## src/rtl/oscillator.sv

```systemverilog
// Programmable clock generator: emits a registered, glitch-free clk_out of P reference cycles
// with edge ticks. Optional macro OSCILLATOR_CYCLE_COUNT_EN adds a 32-bit rise counter output.
module oscillator #(
    parameter int PERIOD = 10,
    parameter int PW     = 8
) (
    input  logic          clk,
    input  logic          reset,
    input  logic          en,
    input  logic [PW-1:0] period_in,
    input  logic          period_load,
    output logic          clk_out,
    output logic          rise_tick,
    output logic          fall_tick,
    output logic          running
`ifdef OSCILLATOR_CYCLE_COUNT_EN
    ,
    output logic [31:0]   cycle_count
`endif
);

    localparam logic [PW-1:0] P_RST = PW'(PERIOD);
    localparam logic [PW-1:0] P_MIN = PW'(2);
    localparam logic [PW-1:0] P_ONE = PW'(1);

    typedef enum logic {S_IDLE, S_RUN} state_t;

    state_t        r_state;
    logic [PW-1:0] r_ph;
    logic [PW-1:0] r_active;
    logic [PW-1:0] r_pending;
    logic          r_clk_out;
    logic          r_rise;
    logic          r_fall;

    state_t        w_state_nxt;
    logic [PW-1:0] w_ph_nxt;
    logic [PW-1:0] w_active_nxt;
    logic [PW-1:0] w_pending_nxt;
    logic [PW-1:0] w_load_val;
    logic          w_wrap;
    logic          w_clk_nxt;
    logic          w_rise_nxt;
    logic          w_fall_nxt;

    assign w_load_val    = (period_in < P_MIN) ? P_MIN : period_in;
    assign w_pending_nxt = period_load ? w_load_val : r_pending;
    assign w_wrap        = (r_state == S_RUN) && (r_ph == (r_active - P_ONE));

    // State register
    always_ff @(posedge clk or negedge reset) begin
        if (!reset) begin
            r_state   <= S_IDLE;
            r_ph      <= P_RST - P_ONE;
            r_active  <= P_RST;
            r_pending <= P_RST;
            r_clk_out <= 1'b0;
            r_rise    <= 1'b0;
            r_fall    <= 1'b0;
        end else begin
            r_state   <= w_state_nxt;
            r_ph      <= w_ph_nxt;
            r_active  <= w_active_nxt;
            r_pending <= w_pending_nxt;
            r_clk_out <= w_clk_nxt;
            r_rise    <= w_rise_nxt;
            r_fall    <= w_fall_nxt;
        end
    end

    // Next-state logic. At a wrap the old pending value is used, so a load in the
    // wrap cycle only lands at the following wrap.
    always_comb begin
        w_state_nxt  = r_state;
        w_ph_nxt     = r_ph;
        w_active_nxt = r_active;
        case (r_state)
            S_IDLE: begin
                w_active_nxt = w_pending_nxt;
                if (en) begin
                    w_state_nxt = S_RUN;
                    w_ph_nxt    = '0;
                end
            end
            S_RUN: begin
                if (w_wrap) begin
                    w_active_nxt = r_pending;
                    if (en) begin
                        w_ph_nxt = '0;
                    end else begin
                        w_state_nxt = S_IDLE;
                    end
                end else begin
                    w_ph_nxt = r_ph + P_ONE;
                end
            end
            default: begin
                w_state_nxt = S_IDLE;
            end
        endcase
        w_clk_nxt  = (w_state_nxt == S_RUN) && (w_ph_nxt < (w_active_nxt >> 1));
        w_rise_nxt = w_clk_nxt & ~r_clk_out;
        w_fall_nxt = ~w_clk_nxt & r_clk_out;
    end

    // Outputs
    always_comb begin
        clk_out   = r_clk_out;
        rise_tick = r_rise;
        fall_tick = r_fall;
        running   = (r_state == S_RUN);
    end

`ifdef OSCILLATOR_CYCLE_COUNT_EN
    logic [31:0] r_cycle_count;

    always_ff @(posedge clk or negedge reset) begin
        if (!reset) begin
            r_cycle_count <= '0;
        end else if (w_rise_nxt) begin
            r_cycle_count <= r_cycle_count + 32'd1;
        end
    end

    assign cycle_count = r_cycle_count;
`endif

endmodule

```

## config.mk

```make
export PLATFORM = sky130hd
export DESIGN_NAME = oscillator
export DESIGN_NICKNAME = d
export VERILOG_FILES = /design/src/rtl/oscillator.sv
export SDC_FILE = /design/constraint.sdc
export NUM_CORES = 1
export LEC_CHECK = 0
export CORE_ASPECT_RATIO = 0.6
export CORE_MARGIN = 10
export CORE_UTILIZATION = 45
export CTS_BUF_LIST = sky130_fd_sc_hd__clkbuf_8 sky130_fd_sc_hd__clkbuf_16
export DETAILED_ROUTE_END_ITERATION = 7
export PLACE_DENSITY = 0.66
export SKIP_CTS_REPAIR_TIMING = 1
export SLEW_MARGIN = 20
export SYNTH_ARGS = -nofsm -noshare
export SYNTH_HDL_FRONTEND = slang
export SYNTH_SLANG_ARGS = --single-unit
```

## constraint.sdc

```tcl
create_clock -name clk -period 3.2 [get_ports clk]
set_input_delay 0.96 -clock clk [delete_from_list [all_inputs] [get_ports clk]]
set_output_delay 0.96 -clock clk [all_outputs]
set_load 0.03 [all_outputs]
```

==> results.yml <==
power_and_ir_drop:
  internal_power_uw: 1440
  pwr-share-clk: 0.089
  power_leakage_uw: 0.00109
  p_comb_frac: 0.651
  switchingPower_uw: 1130
  p_sw_frac: 0.440
  pwr-share-seq: 0.260
  peakVddDrop_uv: 529
  power_density_nw_per_um2: 1040
run:
  cap_violations: 0
logic_synthesis:
  synth_nets: 208
  ys_seq_elements: 28
  ys_seq_area_frac: 0.405
  yosys-top-cells-area: "dfrtp_1 (31%), dfstp_2 (9.0%), ha_1 (5.7%)"
  synth_top_area_frac: 0.315
  avgSynthCellArea_um2: 9.31
  syn_area_um2: 1750
  synthFlopType: "dfrtp_1"
  synth_edf_count: 0
  synth_cell_types: 43
  async_flop_share: 1.00
  yosysWarnings: 0
  yosysTopAreaCell: "dfrtp_1"
  syn_inst: 188
timing:
  period_needed_ns: 3.50
  hold_ws_ns: 0.512
  fin_setup_tns_ns: -0.889
  fin_worst_skew_ns: 0.00290
  tightestPinTransition_ns: 0.540
  finalCritPeriodShare: 1.10
  relSlewSlack: 0.636
  final-hold-violation-count: 0
  rsz0062_at_grt: "yes"
  finalSetupViolCount: 3
  fmax_mhz: 285
  drv_slew: 0
  layout_setup_ws_ns: -0.304
floorplanning:
  core_area_um2: 3700
  pin_count: 16
  die_h_um: 68.3
  rows: 17
  initial_core_util: 0.473
  fp.dieArea_um2: 6870
  die_x_um: 101
finish:
  layout.nets: 270
  area_growth_pct: 41.7
  fillers: 285
  multi_input_area_um2: 1110
  fin_cells: 296
  finish.utilization: 0.670
  drive_above_1_share: 0.353
  antenna_cells: 0
  ff_latch_area_um2: 708
critical_path:
  crit_type: "flip-flop to flip-flop"
  crit_end: "clk_out"
  required_ns: 3.39
  worstReg2RegEnd: "clk_out"
  worstPathMaxFanout: 6
  reg2reg_from: "r_active[0]"
  cp.arrival_ns: 3.70
  worst_setup_path_end_kind: "flip-flop"
  startpoint: "r_active[0]"
  start_kind: "flip-flop"
  regToRegSetupSlack_ns: -0.30
  r2r_cells: 16
clocking:
  cts_tree: "done"
  cts_root_buf: "clkbuf_8"
  clock_latency_ns: 0.28
  clock_path_buffers: 2
  htreeDepth: 1
  cts_made_buffers: 3
  cts.sinks: 28
  clk_pin_slew_ns: 0.10
global_route:
  grt_max_degree: 29
  grt_usage: 0.150
  grt_pass1_wl_um: 8070
  grt_overflow_total: 0
  antenna_found_initial: 0
  grt_pass1_vias: 1623
placement:
  placed_cells: 289
  gp_congestion: 0.911
  dp_hpwl_um: 3940
  io_buffers: 15
min_path:
  holdPathStages: 2
  hp-class: "flip-flop to flip-flop"
run_status:
  violations: "negative setup slack"
  status: "finished with violations"
route:
  vias_per_cell: 5.67
  routed_wl_um: 5240
  dr.pass1.iters: 6
  drtIter0Drc: 124
  vias: 1679
  post-route-drc-count: 0
  postRouteAntennaNets: 0
  wl_per_cell_um: 17.7
[cell usage in the layout (no fill, tap or decap), types with 7 or more instances in the layout]
| cell | synthesis | routed |
|---|---|---|
| nand3_1 | 13 | 12 |
| o21ai_0 | 19 | 12 |
| clkdlybuf4s50_1 | 0 | 15 |
| xnor2_1 | 8 | 7 |
| nand2_1 | 24 | 23 |
| o21ai_1 | 2 | 7 |
| ha_1 | 8 | 7 |
| buf_4 | 0 | 46 |
| dfrtp_1 | 22 | 22 |
[power by group through the flow]
stage               Sequential (µW)  Combinational [µW]  Clock, µW
finish                          669                1670        229
global route                    691                1820        250
CTS                             659                1450        233
detailed placement              665                1430          0
global placement                654                1370          0
floorplan                       663                 828          0
[routing by layer]
| layer | up-vias | GRT usage | part of all wire |
|---|---|---|---|
| met5 | - | 0 | 0 |
| met4 | 0 | 0.0386 | 0.011 |
| met3 | 6 | 0.0362 | 0.064 |
| met2 | 64 | 0.240 | 0.46 |
| met1 | 813 | 0.199 | 0.46 |
| li1 | 796 | - | - |
[metrics by stage]
stage	worst slack (ns)	cell area [µm²]	total power (µW)
final	-0.304	2480	2570
after global routing	-0.441	2480	2760
after CTS	-0.313	2340	2340
after detailed placement	-0.279	2280	2100
after global placement	-0.210	2280	2020
after floorplan	0.00318	1770	1490
[cells in the mapped netlist (all sizes together) (2+ instances only)]
cell	n
nand2	24
nor2b	3
o21ai	21
o21a	6
a21oi	6
and3	3
inv	6
clkbuf	5
dfrtp	22
xor2	5
nand4	2
or4	2
nand3	13
a211oi	2
mux2	6
dfstp	6
mux2i	2
xnor2	8
nor2	8
nor3	8
buf	2
ha	8
nor4	2
a21o	4
nand3b	2
[worst max-delay path, cell delays in order, from the launching register on]
cell	delay (ns)
dfrtp_1	0.41
buf_4	0.17
nor3_1	0.32
o21ai_1	0.14
a32oi_1	0.17
or2_1	0.28
a21oi_4	0.12
buf_6	0.15
nor2_8	0.11
nand2_1	0.07
o21ai_1	0.21
ha_1	0.29
a21o_1	0.21
a21oi_4	0.19
nand4_2	0.17
buf_4	0.17
a211oi_1	0.22
[sequential cells by signal, summed over array words and instances, names as in the netlist]
register and cells:
r_active 8, r_pending 8, r_ph 8, clk_out 1, fall_tick 1, rise_tick 1, running 1
[cell type report]
cell class | instances | area share
multi-input cells | 147 | 0.446
clock buffers | 4 | 0.0222
flip-flops and latches | 28 | 0.286
inverters | 6 | 0.00908
well taps | 47 | 0.0237
repair buffers | 64 | 0.213
[cells by family after synthesis]
| group | after synthesis | synth area share |
|---|---|---|
| xor gates and xnor gates | 13 | 0.0650 |
| buffers and inverters | 13 | 0.0329 |
| and+or+nand+nor | 71 | 0.212 |
| AOI/OAI and AO/OA | 47 | 0.179 |
| muxes | 8 | 0.0500 |
| adders and majority gates | 8 | 0.0572 |
| DFF | 28 | 0.405 |
[worst min path at each step]
stage                               to    startpoint  slack, ns
after floorplan           r_pending[1]  r_pending[1]       0.47
after global placement       rise_tick       clk_out       0.48
after detailed placement  r_pending[1]  r_pending[1]       0.50
after CTS                 r_pending[1]  r_pending[1]       0.51
after global routing      r_pending[1]  r_pending[1]       0.55
final                     r_pending[1]  r_pending[1]       0.51
(Power assumes the default switching activity.)
